==> src/rtl/spi_pkg.sv <==
// Shared types for the SPI responder.
// FSM state encoding and frame-length width.
package spi_pkg;

  localparam int SPI_LEN_W = 16;

  typedef enum logic [1:0] {
    ST_IDLE,
    ST_LOAD,
    ST_SHIFT,
    ST_END
  } spi_slv_state_t;

endpackage

==> src/rtl/spi_sync_edge.sv <==
// Multi-flop synchroniser with a delay flop.
// Produces level, rise and fall for one async input.
module spi_sync_edge #(
  parameter int   STAGES  = 2,
  parameter logic RST_VAL = 1'b0
) (
  input  logic clk,
  input  logic rst,
  input  logic din,
  output logic level,
  output logic rise,
  output logic fall
);

  logic [STAGES-1:0] chain;
  logic              dly;

  // Shift the async input through the chain, then delay once for edges
  always_ff @(posedge clk) begin
    if (rst) begin
      chain <= {STAGES{RST_VAL}};
      dly   <= RST_VAL;
    end else begin
      chain <= {chain[STAGES-2:0], din};
      dly   <= chain[STAGES-1];
    end
  end

  assign level = chain[STAGES-1];
  assign rise  = level & ~dly;
  assign fall  = ~level & dly;

endmodule

==> src/rtl/spi_slave_interface.sv <==
// SPI mode-0 responder, MSB first.
// Oversampled in clk; RX/TX FIFO ports on the local side.
module spi_slave_interface
  import spi_pkg::*;
#(
  parameter int DATA        = 8,
  parameter int SYNC_STAGES = 2
) (
  input  logic                 clk,
  input  logic                 rst,
  input  logic                 sclk,
  input  logic                 scsn,
  input  logic                 mosi,
  output logic                 miso,
  output logic [DATA-1:0]      wdata,
  output logic                 wr,
  input  logic                 full,
  input  logic [DATA-1:0]      rdata,
  output logic                 rd,
  input  logic                 empty,
  output logic                 busy,
  output logic [SPI_LEN_W-1:0] frame_len,
  output logic                 overrun,
  output logic                 underrun,
  input  logic                 clr_flags
);

  localparam int            CW   = $clog2(DATA);
  localparam logic [CW-1:0] LAST = CW'(DATA - 1);

  logic sclk_s, sclk_rise, sclk_fall;
  logic cs_s, cs_rise, cs_fall;
  logic mosi_s, mosi_rise_unused, mosi_fall_unused;

  spi_slv_state_t       state, state_nxt;
  logic [DATA-1:0]      tx_shift, rx_shift;
  logic [CW-1:0]        bit_cnt;
  logic [SPI_LEN_W-1:0] word_cnt;
  logic                 reload_pending;
  logic                 shifting, load_now, rx_last;

  spi_sync_edge #(.STAGES(SYNC_STAGES), .RST_VAL(1'b0)) u_sclk (
    .clk(clk), .rst(rst), .din(sclk),
    .level(sclk_s), .rise(sclk_rise), .fall(sclk_fall)
  );

  spi_sync_edge #(.STAGES(SYNC_STAGES), .RST_VAL(1'b1)) u_scsn (
    .clk(clk), .rst(rst), .din(scsn),
    .level(cs_s), .rise(cs_rise), .fall(cs_fall)
  );

  spi_sync_edge #(.STAGES(SYNC_STAGES), .RST_VAL(1'b0)) u_mosi (
    .clk(clk), .rst(rst), .din(mosi),
    .level(mosi_s), .rise(mosi_rise_unused),
    .fall(mosi_fall_unused)
  );

  // A deselect edge outranks any sclk edge in the same cycle
  assign shifting = (state == ST_SHIFT) & ~cs_rise;
  assign load_now = (state == ST_LOAD) |
                    (shifting & sclk_fall & reload_pending);
  assign rx_last  = shifting & sclk_rise & (bit_cnt == LAST);

  // State register
  always_ff @(posedge clk) begin
    if (rst) state <= ST_IDLE;
    else     state <= state_nxt;
  end

  // Next-state logic
  always_comb begin
    state_nxt = state;
    unique case (state)
      ST_IDLE:  if (cs_fall) state_nxt = ST_LOAD;
      ST_LOAD:  state_nxt = cs_rise ? ST_END : ST_SHIFT;
      ST_SHIFT: if (cs_rise) state_nxt = ST_END;
      ST_END:   state_nxt = ST_IDLE;
      default:  state_nxt = ST_IDLE;
    endcase
  end

  // FIFO pop and serial output follow the current state directly
  always_comb begin
    rd   = load_now & ~empty;
    miso = (state == ST_SHIFT) ? tx_shift[DATA-1] : 1'b0;
  end

  // Shift registers, counters, strobes and sticky flags
  always_ff @(posedge clk) begin
    if (rst) begin
      tx_shift       <= '0;
      rx_shift       <= '0;
      bit_cnt        <= '0;
      word_cnt       <= '0;
      reload_pending <= 1'b0;
      wdata          <= '0;
      wr             <= 1'b0;
      busy           <= 1'b0;
      frame_len      <= '0;
      overrun        <= 1'b0;
      underrun       <= 1'b0;
    end else begin
      wr <= 1'b0;

      if (load_now) begin
        tx_shift       <= empty ? '0 : rdata;
        reload_pending <= 1'b0;
      end else if (shifting & sclk_fall) begin
        tx_shift <= {tx_shift[DATA-2:0], 1'b0};
      end

      unique case (state)
        ST_IDLE: begin
          if (cs_fall) begin
            busy           <= 1'b1;
            bit_cnt        <= '0;
            word_cnt       <= '0;
            reload_pending <= 1'b0;
          end
        end
        ST_SHIFT: begin
          if (shifting & sclk_rise) begin
            rx_shift <= {rx_shift[DATA-2:0], mosi_s};
            if (bit_cnt == LAST) begin
              wdata          <= {rx_shift[DATA-2:0], mosi_s};
              wr             <= ~full;
              bit_cnt        <= '0;
              reload_pending <= 1'b1;
              if (~&word_cnt)
                word_cnt <= word_cnt + SPI_LEN_W'(1);
            end else begin
              bit_cnt <= bit_cnt + CW'(1);
            end
          end
        end
        ST_END: begin
          frame_len <= word_cnt;
          busy      <= 1'b0;
          bit_cnt   <= '0;
        end
        default: ;
      endcase

      overrun  <= (rx_last & full) | (overrun & ~clr_flags);
      underrun <= (load_now & empty) | (underrun & ~clr_flags);
    end
  end

endmodule

==> config.mk <==
export PLATFORM = sky130hd
export DESIGN_NAME = spi_slave_interface
export DESIGN_NICKNAME = d
export VERILOG_FILES = /design/src/rtl/spi_pkg.sv /design/src/rtl/spi_sync_edge.sv /design/src/rtl/spi_slave_interface.sv
export SDC_FILE = /design/constraint.sdc
export NUM_CORES = 1
export LEC_CHECK = 0
export ABC_AREA = 1
export CORE_MARGIN = 5
export CORE_UTILIZATION = 45
export DETAILED_ROUTE_END_ITERATION = 12
export PLACE_DENSITY = 0.73
export SLEW_MARGIN = 15
export SYNTH_ARGS = -nofsm -noshare
export SYNTH_HDL_FRONTEND = slang
export SYNTH_SLANG_ARGS = --single-unit
export TNS_END_PERCENT = 100
==> constraint.sdc <==
create_clock -name clk -period 1.9 [get_ports clk]
set_input_delay 0.57 -clock clk [delete_from_list [all_inputs] [get_ports clk]]
set_output_delay 0.57 -clock clk [all_outputs]
set_load 0.01 [all_outputs]
**Word-level counts from Yosys, hierarchy flattened**

Cells that the tools add are included.
W data, S select, Z words.

- Multiplexer cells: 24
- Eq/ne operators: 9
- Bitwise logic cells: 28
- Reduce and logical (&&, ||, !) cells: 13
- $add $sub $neg: 2

Operators by type and width:

| kind | count |
|---|---|
| $mux W16 | 4 |
| $pmux W16 S2 | 1 |
| $mux W8 | 3 |
| $add A16 B1 Y16 const B | 1 |
| $reduce_and A16 Y1 | 1 |
| $and A1 B1 Y1 | 14 |
| $not A1 Y1 | 11 |
| $mux W3 | 3 |
| $pmux W3 S3 | 1 |
| $pmux W2 S4 | 1 |
| $mux W1 | 7 |
| $ne A2 B2 Y1 const B | 3 |
| $reduce_and A2 Y1 | 3 |
| $reduce_and A3 Y1 | 2 |
| $reduce_bool A2 Y1 | 3 |
| $reduce_and A5 Y1 | 1 |
| $eq A2 B2 Y1 const B | 2 |
| $mux W2 | 2 |
| $ne A2 B1 Y1 const B | 2 |
| $pmux W1 S2 | 2 |
| $reduce_or A4 Y1 | 1 |
| $add A3 B1 Y3 const B | 1 |
| $eq A3 B3 Y1 const B | 1 |
| $or A1 B1 Y1 | 3 |
| 3 further kinds | 3 |

- Bits in registers: 73
- Word-level logic and storage cells: 93
- Output and inout port bits: 30
- Input port bits: 16

**Logic depth before layout (Yosys ltp)**

Gate-level depths: netlist of the first run.

- Depth after elaboration: 11
- Gate-level depth with buffers: 11
- Mapped depth without buffers: 11

**Cells and area by module**

A second synthesis of the first run with hierarchy kept.

- Cell total of the unflattened synthesis: 468
- Area total of the unflattened synthesis: 3394.5 um^2

Modules (own cells, without submodules):

| module | seq. area each (um^2) | cells each | area each (um^2) | instances |
|---|---|---|---|---|
| spi_slave_interface | 1301.2 | 431 | 3109.2 | 1 |
| spi_sync_edge (u_mosi ...) | 60.1 | 12 | 93.8 | 2 |
| spi_sync_edge (u_scsn) | 60.1 | 13 | 97.6 | 1 |

**Least setup slack after synthesis of the first run**

No wires, ideal clock.

- Path kind: reg-to-output
- Start point: register state[0]
- End point: output port rd
- Required time: 1.330 ns
- Arrival time: 1.223 ns
- Buffers on the path: 0
- Cell stages (with the launch flop): 7
- Setup slack: 0.107 ns
- Cells stage by stage: dfxtp_1 inv_1 ha_1 nand2_2 o21ai_4 o21ai_2 nor2_8

- Cells in the longest elaborated chain, start to end: 6
- Elaborated cells on any way between the ends: 7
- Those cells by class: eq/ne (2); bitwise (5)

Ends and longest elaborated chain:

| item | RTL line | RTL |
|---|---|---|
| from (decl) | spi_slave_interface.sv:35 | `spi_slv_state_t state, state_nxt;` |
| from (signal assigned) | spi_slave_interface.sv:67 | `else state <= state_nxt;` |
| $eq A2 B2 Y1 | spi_slave_interface.sv:59 | `assign shifting = (state == ST_SHIFT) & ~cs_rise;` |
| $and A1 B1 Y1 | spi_slave_interface.sv:59 |  |
| $and A1 B1 Y1 (2 in a row) | spi_slave_interface.sv:61 | `(shifting & sclk_fall & reload_pending);` |
| $or A1 B1 Y1 * | spi_slave_interface.sv:60 | `assign load_now = (state == ST_LOAD) \|` |
| $and A1 B1 Y1 * | spi_slave_interface.sv:84 | `rd = load_now & ~empty;` |
| to (decl) | spi_slave_interface.sv:19 | `output logic rd,` |

Every way passes the cells marked *; elsewhere a longest branch is shown, timed or not.

**Worst setup path in the final report of the first run**

- Start point: register state[1]
- End point: output port rd

Same word-level chain as after synthesis.

==> impl_results.md, run 1 <==
- Critical-path cell list: inv_1 -> ha_4 -> inv_2 -> o21ai_4 -> o21ai_4 -> nor2_8 -> buf_6
- Area contributors post-synth: dfxtp_1, nand2_1, o21ai_0
- Rows: 31
- CTS tree: done
- Most common cell after layout, fill and taps aside: nand2_1
- Synth top area share: 0.436
- Skew final: 0.0125 ns
- Mapped Cells: 446
- DPL Wire Length: 5830 um
- Dpl ws: -0.426 ns
- Final Hold Fails: 0
- Crit path top cell by count: o21ai_4
- Max-slew headroom: 0.679
- DRC viols: 0
- Clock Latency Late Sink: 0.36 ns
- Total core area: 0.00725 mm2
- Failing checks: setup timing
- Clk pin slew, worst setup/hold paths: 0.08 ns
- N_diodes: 0
- Vias per inst: 5.00
- Die W: 96.3 um
- Largest stage delay, worst path: 0.34 ns
- Die area: 0.00927 mm2
- 1st-iter DRT viols: 128
- Total grt overflow: 0
- GRT Util Overall: 0.193
- Unique masters post-synth: 37
- CP max FO: 3
- Worst path slowest cell: dfxtp_2
- FMAX: 501 MHz
- Global-route wire length before repair: 13700 um
- Final std cells w/o fill: 632
- Vias in the first global route: 3025
- Avg Cell Area, Syn: 7.51 um2
- Largest net degree at the start of global routing: 37
- Max Cap Viol: 0
- Die height: 96.3 um
- Crit. End Element: output port
- Final min period: 2.00 ns
- Area of the mapped netlist: 0.00335 mm2
- Post-Place Cells: 600
- Filler instances: 663
- CTS Buf Count: 9
- Post-Route WL: 8420 um
- TritonCTS Sinks: 73
- PD cells: 997 mW/mm2
- Starting density of the core: 0.462
- Crit-path leading delay family: flip-flops
- Max Slew Vio Count: 0
- Final nets: 551
- Area leader, netlist: dfxtp_1
- Crit start category: register
- RSZ-0062 raised after global routing: yes
- Leak: 1.70 nW
- Antenna violations before repair: 0
- Post-Syn Nets: 469
- Area grow syn2layout: 33.5%
- Setup Viol. Count Final: 2
- Critical Path AT: 1.43 ns
- CP required: 1.33 ns
- Final setup TNS: -0.131 ns
- H-tree depth: 3
- Status: complete, but fails checks
- Worst VDD drop: 0.000417 V
- Drt first pass iters: 4
- Synth warn: 0
- Clock root buffer: clkbuf_8
- Pwr Total: 4.45 mW
- Slew @ Worst Pin: 0.481 ns
- Final Cycle Share: 1.05
- Seq cells post-synth: 73
- Most frequent cells in the layout: nand2_1, dfxtp_1, nor2_1, o21ai_0, clkdlybuf4s50_1
- Post-synthesis sequential area ratio: 0.436
- # port buffers: 45
- CTS Hold Bufs: 0
- Drt wl/cell: 13.3 um
- Max Root-Sink Buffers: 2
- Register area: 0.00146 mm2
- Share of cells above drive strength 1: 0.210
- Antenna-violating nets left: 0
- Worst setup path class: register to output port
- R2r setup slk: 0.02 ns
- Critical path buffers and inverters: 3
- Util after Layout: 0.616
- Slack of the critical path: -0.0976 ns
- Gpl congestion: 0.918
- Area of the multi-input gates: 0.00170 mm2
- Hold WC Path Type: register to register
- Vias: 3159
- Io pins: 46
## stage by stage
step	hold slack [ns]	area, um2
CTS	0.412	4370
floorplan	0.388	3350
finish	0.403	4470
global placement	0.394	4050
detailed placement	0.402	4050
global route	0.414	4470
## registers in the layout, summed over array words and instances, names as in the netlist
| register | flops |
|---|---|
| bit_cnt | 3 |
| busy | 1 |
| frame_len | 16 |
| overrun | 1 |
| reload_pending | 1 |
| rx_shift | 7 |
| state | 2 |
| tx_shift | 8 |
| u_mosi.chain | 2 |
| u_sclk.chain | 2 |
| u_sclk.dly | 1 |
| u_scsn.chain | 2 |
| u_scsn.dly | 1 |
| underrun | 1 |
| wdata | 8 |
| word_cnt | 16 |
| wr | 1 |
## worst register-to-register path, stage by stage, from the launching register on
cell and delay, ns:
dfxtp_2 0.35, inv_2 0.05, buf_4 0.13, buf_4 0.12, ha_1 0.27, o21ai_2 0.16
nand2_1 0.14, nor2_4 0.13, nand3_4 0.13, buf_4 0.19, nand2_1 0.05, a21oi_1 0.06
## path summary, 6_finish.rpt
kind | depth (start not counted) | startpoint | end
worst min-delay path | 1 | u_scsn.chain[0] | u_scsn.chain[1]
worst max register to register | 11 | state[0] | word_cnt[10]
worst min register to register | 1 | u_scsn.chain[0] | u_scsn.chain[1]
worst max-delay path | 7 | state[1] | rd
## power by group
part,internal (mW),total (mW),switching (mW)
clock network,0.738,1.31,0.577
registers,1.68,1.77,0.0877
logic,0.651,1.37,0.718
total,3.07,4.45,1.38
## cell type report
cell class | count | area share
multi-input combinational | 318 | 0.381
sequential | 73 | 0.328
timing repair buffer | 86 | 0.182
inverter | 40 | 0.0347
clock buffer | 11 | 0.0294
tap | 99 | 0.0277
clock inverter | 5 | 0.0179
## cells by family after synthesis
| family | share of synthesized area |
|---|---|
| fa+ha+maj | 0.0262 |
| xor+xnor | 0.00523 |
| flops | 0.436 |
| compound gates | 0.188 |
| simple gates | 0.273 |
| buf+inv | 0.0714 |
## synth_stat cells
| library cell | instances |
|---|---|
| nand2_1 | 86 |
| dfxtp_1 | 73 |
| nor2_1 | 59 |
| o21ai_0 | 47 |
| a21oi_1 | 41 |
| inv_1 | 35 |
| nand3_1 | 17 |
| nand2_2 | 13 |
| a21oi_2 | 10 |
| clkbuf_1 | 9 |
| ha_1 | 7 |
| nand4_1 | 5 |
| nor2_2 | 4 |
| nor2_4 | 4 |
| o21ai_1 | 4 |
| inv_2 | 3 |
| o21bai_1 | 3 |
| buf_1 | 2 |
| buf_4 | 2 |
| nand2_4 | 2 |
| o211ai_1 | 2 |
| o21ai_2 | 2 |
| or2_2 | 2 |
| a221oi_1 | 1 |
| buf_12 | 1 |
| buf_6 | 1 |
| clkinv_1 | 1 |
| clkinv_2 | 1 |
| nand3_2 | 1 |
| nand3_4 | 1 |
| nand3b_1 | 1 |
| nor2_8 | 1 |
| nor3_1 | 1 |
| nor3b_1 | 1 |
| o21ai_4 | 1 |
| xnor2_1 | 1 |
| xor2_1 | 1 |
## timing repair
item                       CTS  global route
pin swaps                    2             1
cloned                       0             0
gates resized for setup     22             6
setup endpoints to repair    2            20
setup buffers                7             9
## per-layer routing
layer  vias to the layer above  part of all wire  track usage
li1                       1619                 -            -
met1                      1452              0.45        0.236
met2                        75              0.48        0.320
met3                        13             0.044       0.0500
met4                         0             0.020       0.0782
met5                         -                 0            0
No activity file was read; power rests on OpenSTA's default activity.
==> run 2, diff against run 1 <==
--- a/config.mk
+++ b/config.mk
@@ -6,8 +6,8 @@
 export NUM_CORES = 1
 export LEC_CHECK = 0
 export ABC_AREA = 1
-export CORE_MARGIN = 5
 export CORE_UTILIZATION = 45
+export CTS_CLUSTER_DIAMETER = 40
 export DETAILED_ROUTE_END_ITERATION = 12
 export PLACE_DENSITY = 0.73
 export SLEW_MARGIN = 15
==> constraint.sdc (replaced) <==
create_clock -name clk -period 2.33 [get_ports clk]
set_input_delay 0.699 -clock clk [delete_from_list [all_inputs] [get_ports clk]]
set_output_delay 0.699 -clock clk [all_outputs]
set_load 0.01 [all_outputs]
==> run 2 against run 1 <==
Against the previous run: the run now ends clean; die area decreased by 16%; critical path depth unchanged; routed wire length decreased by 8.7%; cell area decreased by 6.9%; clock power decreased by 25%; power decreased by 27%; worst hold slack improved by 0.0072 ns; sequential cell count unchanged; critical path type unchanged.
==> impl_results.md, run 2 (same netlist as run 1, synthesis figures left out) <==
- Slew @ Worst Pin: 0.536 ns (+0.0547 ns)
- Vias in the first global route: 2789 (-7.8%)
- Reg-to-reg endpoint: word_cnt[0]
- Crit-path leading delay family: flip-flops
- Crit. End Element: output port
- Setup Viol. Count Final: 0 (-2)
- Starting density of the core: 0.464 (+0.00248)
- CTS Buf Count: 9 (unchanged)
- Die W: 88.3 um (-8.3%)
- 1st-iter DRT viols: 191 (+49%)
- Int Power: 2.20 mW (-29%)
- Critical path buffers and inverters: 2 (-1)
- DRC viols: 0 (unchanged)
- P_sw: 1.05 mW (-24%)
- Util after Layout: 0.576 (-0.0397)
- Area grow syn2layout: 24.2%
- R2r setup slk: 0.29 ns (+0.27 ns)
- Hold Path End: u_mosi.chain[1]
- Origin of the worst min-delay path: u_mosi.chain[0]
- Die area: 0.00779 mm2 (-16%)
- Max Root-Sink Buffers: 2 (unchanged)
- Final Cycle Share: 0.968
- Worst path slowest cell: dfxtp_4
- Logic gate share of total power: 0.253 (-0.054)
- Vias per inst: 5.03 (+0.59%)
- Final Hold Fails: 0 (unchanged)
- Worst setup path class: register to output port
- Max Cap Viol: 0 (unchanged)
- Worst R2R Start: state[0]
- Critical Path AT: 1.56 ns (+0.13 ns)
- Largest net degree at the start of global routing: 29 (-22%)
- Largest stage delay, worst path: 0.35 ns (about the same)
- Post-Place Cells: 587 (-2.2%)
- Max-slew headroom: 0.643 (-0.0369)
- CTS Hold Bufs: 0 (unchanged)
- Clock Latency Late Sink: 0.36 ns (about the same)
- Final nets: 524 (-4.9%)
- Clock share of power: 0.304 (+0.009)
- FMAX: 444 MHz
- PD cells: 781 mW/mm2 (-22%)
- TritonCTS Sinks: 73 (unchanged)
- Filler instances: 692 (+4.4%)
- Clock root buffer: clkbuf_8
- Most frequent cells in the layout: nand2_1, dfxtp_1, nor2_1, o21ai_0, clkdlybuf4s50_1
- Skew final: 0.00804 ns (-0.00447 ns)
- Final std cells w/o fill: 604 (-4.4%)
- Total core area: 0.00721 mm2 (-0.53%)
- Depth of the most critical reg-to-reg path: 10 (-1)
- H-tree depth: 3 (unchanged)
- Final setup TNS: 0 ns (+0.131 ns)
- Final min period: 2.25 ns
- Die height: 88.3 um (-8.3%)
- Drt first pass iters: 4 (unchanged)
- Crit path top cell by count: o21ai_4
- Finished Cell Area: 0.00416 mm2 (-6.9%)
- DPL Wire Length: 5290 um (-9.2%)
- Vias: 3037 (-3.9%)
- CP max FO: 3 (unchanged)
- Hold Crit Depth: 2 (+1)
- Gpl congestion: 0.941 (+2.5%)
- # port buffers: 45 (unchanged)
- Drt wl/cell: 12.7 um (-4.5%)
- Antenna violations before repair: 0 (unchanged)
- Most common cell after layout, fill and taps aside: nand2_1
- GRT Util Overall: 0.209 (+0.0168)
- Crit start category: register
- Share of cells above drive strength 1: 0.156 (-0.0537)
- Hold WC Path Type: register to register
- Sw Share: 0.324 (+0.0138)
- Max Slew Vio Count: 0 (unchanged)
- Worst VDD drop: 0.000385 V (-7.7%)
- Io pins: 46 (unchanged)
- Rows: 31 (unchanged)
- CTS tree: done
- CP required: 1.63 ns (+0.30 ns)
- Total grt overflow: 0 (unchanged)
- Clk pin slew, worst setup/hold paths: 0.07 ns (about the same)
- Post-Place Cell Area: 0.00393 mm2 (-3.0%)
- Post-Route WL: 7690 um (-8.7%)
- Leading registers by flop count: frame_len x16, word_cnt x16
- Status: finished, final reports clean
- Critical-path cell list: inv_1 -> ha_2 -> nand2_2 -> o21ai_4 -> o21ai_4 -> nor2_8 -> buf_2
- Global-route wire length before repair: 12600 um (-8.0%)
- Leak: 1.55 nW (-8.9%)
- Antenna-violating nets left: 0 (unchanged)
- Share of power burned in registers: 0.443 (+0.045)
- N_diodes: 0 (unchanged)
[run 2: layer usage]
metal	global-route usage	vias to the layer above	routed length [um]
li1	-	1558	-
met1	0.266	1405	3660
met2	0.339	62	3550
met3	0.0532	12	345
met4	0.0880	0	127
met5	0	-	0
[run 2: worst min-delay path, cell delays in order (launching register included)]
cell	delay (ns)
dfxtp_1	0.30
inv_1	0.04
nor2_1	0.03
[run 2: cell type report]
cell class / count / area [um2] / share of cell area
multi-input cells: 318 / 1670 / 0.402
flip-flops and latches: 73 / 1470 / 0.352
repair buffers: 59 / 554 / 0.133
inverters: 40 / 151 / 0.0364
clock buffers: 10 / 138 / 0.0331
well taps: 99 / 124 / 0.0298
clock inverters: 5 / 56.3 / 0.0135
[run 2: how the worst max path moves through the flow]
stage / depth (start not counted) / endpoint / slack (ns) / start
after floorplan: 6 / rd / 0.41 / state[0]
after global placement: 3 / rd / -0.25 / empty
after detailed placement: 3 / rd / -0.25 / empty
after CTS: 7 / rd / -0.008 / state[0]
after global routing: 7 / miso / -0.008 / state[0]
final: 7 / rd / 0.08 / state[0]
[run 2: through the flow]
| stage | hold slack (ns) | power [mW] | setup WS, ns |
|---|---|---|---|
| after floorplan | 0.388 | 2.00 | 0.408 |
| after global placement | 0.392 | 2.21 | -0.250 |
| after detailed placement | 0.398 | 2.24 | -0.254 |
| after CTS | 0.415 | 3.24 | -0.00776 |
| after global routing | 0.433 | 3.43 | -0.00820 |
| final | 0.410 | 3.25 | 0.0755 |
[run 2: power by group through the flow]
stage | clock, mW | combinational [mW] | sequential (mW)
after floorplan | 0 | 0.527 | 1.47
after global placement | 0 | 0.749 | 1.46
after detailed placement | 0 | 0.776 | 1.47
after CTS | 1.01 | 0.791 | 1.44
after global routing | 1.06 | 0.907 | 1.46
final | 0.989 | 0.821 | 1.44
[run 2: timing repair]
| item | 4_1_cts | 5_1_grt |
|---|---|---|
| pin swaps | 0 | 1 |
| setup endpoints to repair | 2 | 1 |
| buffers inserted | 0 | 2 |
| endpoints found under the hold margin | 0 | 0 |
| gates resized for setup | 9 | 5 |
